## config.mk

```make
export PLATFORM = sky130hd
export DESIGN_NAME = lvds_frame_scheduler
export DESIGN_NICKNAME = d
export VERILOG_FILES = /design/src/rtl/lvds_sched_pkg.sv /design/src/rtl/lvds_byte_issuer.sv /design/src/rtl/lvds_frame_scheduler.sv
export SDC_FILE = /design/constraint.sdc
export NUM_CORES = 1
export LEC_CHECK = 0
export ABC_CLOCK_PERIOD_IN_PS = 2050
export BUFFER_PORTS_ARGS = -buffer_cell sky130_fd_sc_hd__buf_2
export CAP_MARGIN = 40
export CELL_PAD_IN_SITES_DETAIL_PLACEMENT = 0
export CELL_PAD_IN_SITES_GLOBAL_PLACEMENT = 1
export CORE_MARGIN = 3
export CORE_UTILIZATION = 39
export CTS_CLUSTER_DIAMETER = 60
export DETAILED_ROUTE_END_ITERATION = 16
export GPL_TIMING_DRIVEN = 1
export PLACE_DENSITY_LB_ADDON = 0.1
export REMOVE_ABC_BUFFERS = 1
export SLEW_MARGIN = 20
export SYNTH_ARGS = -nofsm -noshare
export SYNTH_HDL_FRONTEND = slang
export SYNTH_SLANG_ARGS = --single-unit
```

## constraint.sdc

```tcl
create_clock -name clk -period 2.05 [get_ports clk]
set_input_delay 0.1025 -clock clk [delete_from_list [all_inputs] [get_ports clk]]
set_output_delay 0.1025 -clock clk [all_outputs]
set_load 0.02 [all_outputs]
```

## src/rtl/lvds_sched_pkg.sv

```systemverilog
// Shared constants and state encodings for the LVDS frame scheduler.
package lvds_sched_pkg;

  localparam logic [7:0] FLAG_BYTE = 8'h7E;

  typedef enum logic [2:0] {
    F_IDLE,
    F_ARB,
    F_SOF,
    F_DATA,
    F_EOF
  } frame_state_e;

  // The serializer re-arm cycle is the first cycle spent back in B_ISSUE.
  typedef enum logic [1:0] {
    B_ISSUE,
    B_WAIT_ACK,
    B_WAIT_DONE
  } byte_state_e;

endpackage

```

## src/rtl/lvds_byte_issuer.sv

```systemverilog
// Single-byte handshake with the LVDS serializer: issue, wait for busy to
// rise (re-issuing the held byte on timeout), wait for busy to fall.
module lvds_byte_issuer
  import lvds_sched_pkg::*;
#(
  parameter int ACK_TIMEOUT = 16
) (
  input  logic       clk,
  input  logic       reset_n,
  input  logic       go,
  input  logic [7:0] data,
  input  logic       flag,
  input  logic       ser_busy_i,
  output logic       accept,
  output logic       done,
  output logic       timeout,
  output logic       ser_start_o,
  output logic [7:0] ser_data_o,
  output logic       ser_flag_o
);

  localparam int TW = $clog2(ACK_TIMEOUT + 1);

  byte_state_e   state;
  logic [TW-1:0] ack_cnt;
  logic          retry;
  logic          launch;

  // A fresh byte is taken only when no re-issue is pending; a retry reuses the held byte.
  always_comb begin
    launch = (state == B_ISSUE) && (go || retry) && !ser_busy_i;
    accept = (state == B_ISSUE) && go && !retry && !ser_busy_i;
    done   = (state == B_WAIT_DONE) && !ser_busy_i;
  end

  // Byte sub-FSM with registered serializer outputs and ack timeout counter.
  always_ff @(posedge clk or negedge reset_n) begin
    if (!reset_n) begin
      state       <= B_ISSUE;
      ack_cnt     <= '0;
      retry       <= 1'b0;
      ser_start_o <= 1'b0;
      ser_data_o  <= '0;
      ser_flag_o  <= 1'b0;
      timeout     <= 1'b0;
    end else begin
      ser_start_o <= 1'b0;
      timeout     <= 1'b0;
      case (state)
        B_ISSUE: begin
          if (launch) begin
            ser_start_o <= 1'b1;
            ack_cnt     <= '0;
            retry       <= 1'b0;
            state       <= B_WAIT_ACK;
            if (!retry) begin
              ser_data_o <= data;
              ser_flag_o <= flag;
            end
          end
        end
        B_WAIT_ACK: begin
          if (ser_busy_i) begin
            state <= B_WAIT_DONE;
          end else if (ack_cnt == TW'(ACK_TIMEOUT - 1)) begin
            retry   <= 1'b1;
            timeout <= 1'b1;
            state   <= B_ISSUE;
          end else begin
            ack_cnt <= ack_cnt + TW'(1);
          end
        end
        B_WAIT_DONE: begin
          if (!ser_busy_i) state <= B_ISSUE;
        end
        default: state <= B_ISSUE;
      endcase
    end
  end

endmodule

```

## src/rtl/lvds_frame_scheduler.sv

```systemverilog
// Round-robin frame scheduler feeding the LVDS byte serializer.
// Frames: flag 0x7E, encoded payload, flag 0x7E.
// Optional: LVDS_SCHED_IDLE_FILL_EN sends flag bytes while idle to keep the link alive.
module lvds_frame_scheduler
  import lvds_sched_pkg::*;
#(
  parameter int NUM_REQ     = 2,
  parameter int MAX_LEN     = 256,
  parameter int ACK_TIMEOUT = 16
) (
  input  logic                 clk,
  input  logic                 reset_n,
  input  logic [NUM_REQ-1:0]   req_valid_i,
  input  logic [NUM_REQ*8-1:0] req_data_i,
  input  logic [NUM_REQ-1:0]   req_last_i,
  output logic [NUM_REQ-1:0]   req_ready_o,
  output logic [NUM_REQ-1:0]   grant_o,
  output logic [7:0]           ser_data_o,
  output logic                 ser_flag_o,
  output logic                 ser_start_o,
  input  logic                 ser_busy_i,
  output logic                 frame_active_o,
  output logic                 trunc_o,
  output logic                 timeout_o
);

  localparam int IW = $clog2(NUM_REQ);

  frame_state_e  state;
  logic [IW-1:0] rr_ptr;
  logic [IW-1:0] gidx;
  logic [IW-1:0] pick_idx;
  logic [IW-1:0] cand;
  logic [IW-1:0] rr_nxt;
  logic          pick_vld;
  logic [10:0]   byte_cnt;
  logic          inflight;
  logic          byte_last;
  logic          byte_trunc;
  logic          go;
  logic [7:0]    data_sel;
  logic          flag_sel;
  logic          accept;
  logic          done;

  // Round-robin search from rr_ptr; lowest offset with valid wins.
  always_comb begin
    pick_vld = 1'b0;
    pick_idx = '0;
    cand     = '0;
    for (int k = NUM_REQ - 1; k >= 0; k--) begin
      cand = IW'((int'(rr_ptr) + k) % NUM_REQ);
      if (req_valid_i[cand]) begin
        pick_vld = 1'b1;
        pick_idx = cand;
      end
    end
    rr_nxt = (int'(pick_idx) == NUM_REQ - 1) ? '0 : pick_idx + IW'(1);
  end

  // Byte source per frame state; SOF is offered already in ARB to save a cycle.
  always_comb begin
    go       = 1'b0;
    data_sel = FLAG_BYTE;
    flag_sel = 1'b1;
    case (state)
      F_IDLE: begin
`ifdef LVDS_SCHED_IDLE_FILL_EN
        go = !(|req_valid_i) && !inflight;
`else
        go = 1'b0;
`endif
      end
      F_ARB:  go = pick_vld && !inflight;
      F_SOF:  go = !inflight;
      F_EOF:  go = !inflight;
      F_DATA: begin
        go       = req_valid_i[gidx] && !inflight;
        data_sel = req_data_i[gidx*8 +: 8];
        flag_sel = 1'b0;
      end
      default: go = 1'b0;
    endcase
  end

  lvds_byte_issuer #(
    .ACK_TIMEOUT(ACK_TIMEOUT)
  ) u_issuer (
    .clk         (clk),
    .reset_n     (reset_n),
    .go          (go),
    .data        (data_sel),
    .flag        (flag_sel),
    .ser_busy_i  (ser_busy_i),
    .accept      (accept),
    .done        (done),
    .timeout     (timeout_o),
    .ser_start_o (ser_start_o),
    .ser_data_o  (ser_data_o),
    .ser_flag_o  (ser_flag_o)
  );

  // Frame FSM, grant/pointer, payload counter and registered status pulses.
  always_ff @(posedge clk or negedge reset_n) begin
    if (!reset_n) begin
      state          <= F_IDLE;
      rr_ptr         <= '0;
      gidx           <= '0;
      grant_o        <= '0;
      byte_cnt       <= '0;
      inflight       <= 1'b0;
      byte_last      <= 1'b0;
      byte_trunc     <= 1'b0;
      req_ready_o    <= '0;
      frame_active_o <= 1'b0;
      trunc_o        <= 1'b0;
    end else begin
      req_ready_o <= '0;
      trunc_o     <= 1'b0;
      if (accept)    inflight <= 1'b1;
      else if (done) inflight <= 1'b0;

      case (state)
        F_IDLE: begin
          // a fill byte in flight must complete before arbitration
          if (|req_valid_i && !inflight) state <= F_ARB;
        end
        F_ARB: begin
          byte_cnt <= '0;
          if (pick_vld) begin
            gidx    <= pick_idx;
            grant_o <= NUM_REQ'(1) << pick_idx;
            rr_ptr  <= rr_nxt;
            state   <= F_SOF;
            if (accept) frame_active_o <= 1'b1;
          end else begin
            state <= F_IDLE;
          end
        end
        F_SOF: begin
          if (accept) frame_active_o <= 1'b1;
          if (done)   state <= F_DATA;
        end
        F_DATA: begin
          if (accept) begin
            req_ready_o[gidx] <= 1'b1;
            byte_cnt          <= byte_cnt + 11'd1;
            byte_last         <= req_last_i[gidx] || (byte_cnt == 11'(MAX_LEN - 1));
            byte_trunc        <= !req_last_i[gidx] && (byte_cnt == 11'(MAX_LEN - 1));
          end
          if (done && byte_last) begin
            trunc_o <= byte_trunc;
            state   <= F_EOF;
          end
        end
        F_EOF: begin
          if (done) begin
            grant_o        <= '0;
            frame_active_o <= 1'b0;
            state          <= F_IDLE;
          end
        end
        default: state <= F_IDLE;
      endcase
    end
  end

endmodule

```

* Yosys cells after proc, flatten, opt, wreduce, memory -nomap -nowiden
Index checks and enable logic that the tools add are counted.
Word-level totals: bits in registers 44, output and inout port bits 17, word-level logic and storage cells 142
Operators by class: add/sub/neg operators 4, order comparisons 4, eq/ne operators 20, shift operators 2, multiplexer cells 56, bitwise operators 1, reductions and logical operators 37
Operator list (count):
- two-way mux 1 bit | 29
- one-hot mux 11 bit (2 select lines) | 1
- two-way mux 2 bit | 9
- inequality test 2 bit (second input constant) | 9
- indexed part select 16 x 5 -> 8 bit | 1
- two-way mux 5 bit | 3
- one-hot mux 3 bit (5 select lines) | 1
- logical AND 1 bit | 12
- two-way mux 3 bit | 4
- AND reduction 3 bit | 4
- AND reduction 4 bit | 3
- adder 11 x 1 -> 11 bit (second input constant) | 1
- == test 11 x 8 -> 1 bit (second input constant) | 1
- two-way mux 11 bit | 1
- one-hot mux 5 bit (2 select lines) | 1
- two-way mux 8 bit | 1
- nonzero test 2 bit | 4
- == test 3 x 2 -> 1 bit (second input constant) | 2
- < comparator 1 x 2 -> 1 bit (second input constant) | 3
- one-hot mux 1 bit (3 select lines) | 2
- one-hot mux 2 bit (3 select lines) | 1
- AND reduction 2 bit | 3
- adder 5 x 1 -> 5 bit (second input constant) | 1
- == test 5 x 4 -> 1 bit (second input constant) | 1
- 19 further kinds | 26

* Depth between registers and ports, before layout
depth in word-level cells 13, depth in mapped cells 7, gate-level depth less buffers 7

* Modules after synthesis
Synthesis repeated with hierarchy kept, for this count alone.
Second synthesis, totals: cell total of the unflattened synthesis 209, area total of the unflattened synthesis 2200.9 um^2
By module, submodules not included:
- lvds_frame_scheduler | times used 1, cells each 145, area each 1345.0 um^2, sequential area each 625.6 um^2
- lvds_byte_issuer | times used 1, cells each 64, area each 855.8 um^2, sequential area each 475.5 um^2

* Worst setup path after synthesis
No wires, ideal clock.
kind reg2reg, from register gidx, to register u_issuer.ser_data_o[0], library setup time 0.128 ns, arrival time 1.818 ns, required time 1.922 ns, slack 0.104 ns, stages on the path, launching flop included 7, path buffers 2, clock period less this slack 1.946 ns, path through dfrtp_1 > buf_4 > mux2i_4 > a2111oi_2 > o21a_1 > buf_2 > mux2_1
Between the ends: cells in the longest elaborated chain, start to end 8, elaborated cells on any way between the ends 10, classes of those cells 1 x shift; 4 x mux; 5 x reduce/logical
RTL lines:
- start, declared | RTL line lvds_frame_scheduler.sv:31 | logic [IW-1:0] gidx;
- start signal, assigned | RTL line lvds_frame_scheduler.sv:131 | gidx <= pick_idx;
- two-way mux 1 bit (implied by the code) (2 in a row) | RTL line lvds_frame_scheduler.sv:78 | go = req_valid_i[gidx] && !inflight;
- logical AND 1 bit | RTL line lvds_frame_scheduler.sv:78
- one-hot mux 1 bit (3 select lines) | RTL line lvds_frame_scheduler.sv:66 | case (state)
- logical OR 1 bit | RTL line lvds_byte_issuer.sv:31 | launch = (state == B_ISSUE) && (go || retry) && !ser_busy_i;
- logical AND 1 bit (2 in a row) | RTL line lvds_byte_issuer.sv:31
- AND reduction 3 bit (no source line)
- end signal, assigned | RTL line lvds_byte_issuer.sv:57 | ser_data_o <= data;
- end, declared | RTL line lvds_byte_issuer.sv:18 | output logic [7:0] ser_data_o,
Several ways; a longest one is shown, not always the timed one. The select of a mux whose other input is x is not followed. A chain may end at the register's enable or synchronous reset.

* Worst setup path after layout
from register u_issuer.state[1], to register byte_cnt[10]
Between the ends: cells in the longest elaborated chain, start to end 6
RTL lines:
- start, declared | RTL line lvds_byte_issuer.sv:24 | byte_state_e state;
- start signal, assigned | RTL line lvds_byte_issuer.sv:39 | state <= B_ISSUE;
- start signal, assigned | RTL line lvds_byte_issuer.sv:55 | state <= B_WAIT_ACK;
- start signal, assigned | RTL line lvds_byte_issuer.sv:64 | state <= B_WAIT_DONE;
- logical NOT 2 bit | RTL line lvds_byte_issuer.sv:32 | accept = (state == B_ISSUE) && go && !retry && !ser_busy_i;
- logical AND 1 bit (3 in a row) | RTL line lvds_byte_issuer.sv:32
- inequality test 2 bit (no source line)
- AND reduction 2 bit (no source line)
- end signal, assigned | RTL line lvds_frame_scheduler.sv:147 | byte_cnt <= byte_cnt + 11'd1;
- end, declared | RTL line lvds_frame_scheduler.sv:36 | logic [10:0] byte_cnt;
No other way between the ends.

==> summary.txt <==
Run status
  • Outcome: finished, final reports clean

Place
  • DPL Wire Length: approximately 3500 um
  • Gp weighted congestion: between 0.7 and 0.8
  • Number of cells in the design after placement: roughly 320
  • Post-detailed-placement cell area: 2572 um2
  • Dpl ws: roughly 0.13 ns
  • Number of buffer cells added on primary ports: 39

Drt
  • DR pass1 iterations: 4
  • Final routed wirelength across all metal layers: 4769 um
  • Per-cell routed wire length: ~14 um
  • Initial DRC Count: 89
  • Remaining antenna violation count after routing: 0
  • Number of vias after detailed routing: 1748
  • Number of remaining DRC errors: 0
  • Average via count per standard cell: 5.265

Clock network
  • Number of sinks handled by clock tree synthesis: between 40 and 50
  • CTS tree: built
  • Deepest clock path buffer count: 2
  • Clock Latency Late Sink: about 0.29 ns
  • Buffer count from post-CTS setup fixing: 0
  • Root cell of the clock tree: sky130_fd_sc_hd__clkbuf_8
  • CTS H-Tree Depth: 2
  • Clock-pin transition on the worst setup and hold timing paths: roughly 0.08 ns
  • Number of buffers created by CTS: 5

Yosys
  • Mapped Cells: 208
  • Count of flip-flops with a built-in enable after synthesis: 0
  • Syn_area_per_cell: approximately 11 um2
  • Ys flop type: sky130_fd_sc_hd__dfrtp_1
  • Proportion of netlist area held by the largest area contributor: roughly 50%
  • Cell area after technology mapping: 2196 um2
  • Number of warning messages in the yosys log: 0
  • Share of synthesized flip-flops with an asynchronous set or reset: 100.0%
  • Cell taking the most area after synthesis: sky130_fd_sc_hd__dfrtp_1
  • Number of library cell types mapped by synthesis: 48
  • Post-synthesis register bit count: 44
  • Sequential cell area fraction in the yosys report: 50.14%
  • Cell types with the largest area share after synthesis: sky130_fd_sc_hd__dfrtp_1 50%, sky130_fd_sc_hd__mux2i_1 4.6%, sky130_fd_sc_hd__mux2_1 3.6%, sky130_fd_sc_hd__nand2_1 3.6%, sky130_fd_sc_hd__nand3_1 2.7%

Global routing
  • First-pass GRT wire length: roughly 8300 um
  • Antenna violations before repair: 0
  • Total congestion overflow: 0
  • Global routing usage summed across all routing layers: 16.59%
  • Via count of the first global-routing pass: around 1700
  • Pin count of the biggest net entering global routing: 25

Die
  • Vertical die dimension: 81.04 um
  • Row Count: 26
  • Std-Cell Core Area: 5270 um2
  • Die W: ~80 um
  • Number of top-level pins: 40
  • Initial core utilization: about two fifths
  • DIE AREA: about 6600 um2

Setup path
  • Worst reg-to-reg setup slack: around 0.14 ns
  • Maximum fanout count along the critical path: 6
  • Cell family with most CP delay: simple AND/OR/NAND/NOR gates
  • Element type at the critical path start: flop
  • Slowest cell on crit path: sky130_fd_sc_hd__or4b_4
  • Category of the most critical setup path: reg -> reg
  • Crit path required time: 2.23 ns
  • Worst EP arrival: approximately 2.1 ns
  • Stage delay of the slowest cell on the critical path: ~0.55 ns
  • Kind of end point of the critical path: flop
  • Count of buffer and inverter cells on the critical path: 0
  • Critical path cell sequence: nor4_4 > or4b_4 > or3_1 > mux2i_1

Finish
  • Area delta synth->final: 21.77%
  • Antenna fix cells: 0
  • End-of-flow core utilization: between 50% and 60%
  • Final cell count without fillers: about 330
  • Final instance area: roughly 2700 um2
  • # nets final: ~290
  • Layout cell share with drive strength beyond 1: around 27%

Run
  • Number of max-capacitance violations reported: 0

Timing
  • Fin crit share: ~93%
  • Slew Limit Headroom: 65.13%
  • Setup-violating endpoint count in the final report: 0
  • Transition at the pin with the smallest max-transition slack: 0.5230 ns
  • Final number of hold-violating endpoints: 0
  • Clock period minus final worst setup slack: around 1.9 ns
  • Unrepaired setup endpoints after global routing: no
  • Count of final max-slew check failures: 0
  • Post-route setup slack: around 0.14 ns
  • Fmax: 522.3 MHz
  • Final worst clock skew: between 0.004 and 0.005 ns
  • Final hold slack: between 0.1 and 0.15 ns

Power
  • Leak pwr: 1.224 nW
  • Power Dens Cells: roughly 1100 nW/um2
  • Largest vdd supply drop: about 0.45 mV

Min path
  • Worst min-delay path class: in -> reg
## state kept, by name, indices dropped and copies added (netlist names), 2 cells and up
register             flops
byte_cnt                11
u_issuer.ack_cnt         5
state                    3
grant_o                  2
u_issuer.state           2
u_issuer.ser_data_o      8
req_ready_o              2
## where the power goes
part	internal [mW]	total (mW)	switching [mW]	leakage (nW)
clock network	0.275	0.561	0.286	0.0455
registers	1.08	1.25	0.177	0.557
logic	0.558	1.23	0.674	0.622
total	1.91	3.05	1.14	1.22
## worst paths after layout
kind | to | cells after the start | startpoint
setup / recovery | byte_cnt[10] | 4 | u_issuer.state[1]
hold / removal | grant_o[1] | 2 | req_valid_i[0]
setup reg to reg | byte_cnt[10] | 4 | u_issuer.state[1]
hold reg to reg | rr_ptr | 1 | rr_ptr
max in group asynchronous | req_ready_o[0] | 3 | reset_n
min in group asynchronous | req_ready_o[1] | 2 | reset_n
## cell usage after synthesis, drive strengths merged (4+ instances only)
| library cell | count |
|---|---|
| or4 | 6 |
| mux2i | 11 |
| nand2 | 21 |
| o21ai | 7 |
| a21oi | 11 |
| dfrtp | 44 |
| mux2 | 9 |
| inv | 4 |
| clkbuf | 4 |
| o31ai | 7 |
| nor2 | 14 |
| nand2b | 5 |
| nand3 | 12 |
| and3 | 5 |
| buf | 5 |
## layout make-up
type,count,area (um2)
Clock buffer,8,90.09
Fill cell,528,2596
Inverter,4,15.01
Multi-Input combinational cell,151,1036
Sequential cell,44,1102
Tap cell,70,87.58
Timing Repair Buffer,55,342.8
## metrics by stage
stage / TNS, ns / power, mW
after global routing: 0 / 3.285
after CTS: 0 / 3.102
final: 0 / 3.046
after detailed placement: 0 / 2.520
after global placement: 0 / 2.515
after floorplan: -0.8218 / 2.012
## kinds of logic (layout without fill, tap and decap cells)
kind of cell    Yosys count  after routing  synth area share (%)
xor+xnor                  4              4                 1.596
compound gates           42             42                 12.88
buf+inv                  13             67                 2.678
mux                      20             20                 10.20
simple gates             82             82                 20.80
flops                    44             44                 50.14
fa+ha+maj                 3              3                 1.710
## cell usage in the layout, fill, tap and decap left out, drive strengths merged, types with 2 or more instances in the layout
cell	n
buf	54
dfrtp	44
nand2	21
nor2	14
nand3	12
a21oi	11
mux2i	11
mux2	9
clkbuf	8
o31ai	7
o21ai	7
or4	6
nand2b	5
and3	5
inv	4
nor3	3
o21a	3
o22ai	3
xor2	3
ha	3
and2	3
or4b	2
nand3b	2
or3	2
## routing by layer
layer,wire length [um],global-route usage (%),vias to the layer above
met5,0,0,-
met4,72,5.574,0
met3,280,4.435,9
met2,2121,25.37,53
met1,2295,22.74,819
li1,-,-,867
## what timing repair did
action                     CTS  global route
hold buffers                 1             0
hold endpoints to repair    20             0
resized for setup            0             1
setup endpoints to repair    0             2
No activity file was read; power rests on OpenSTA's default activity.
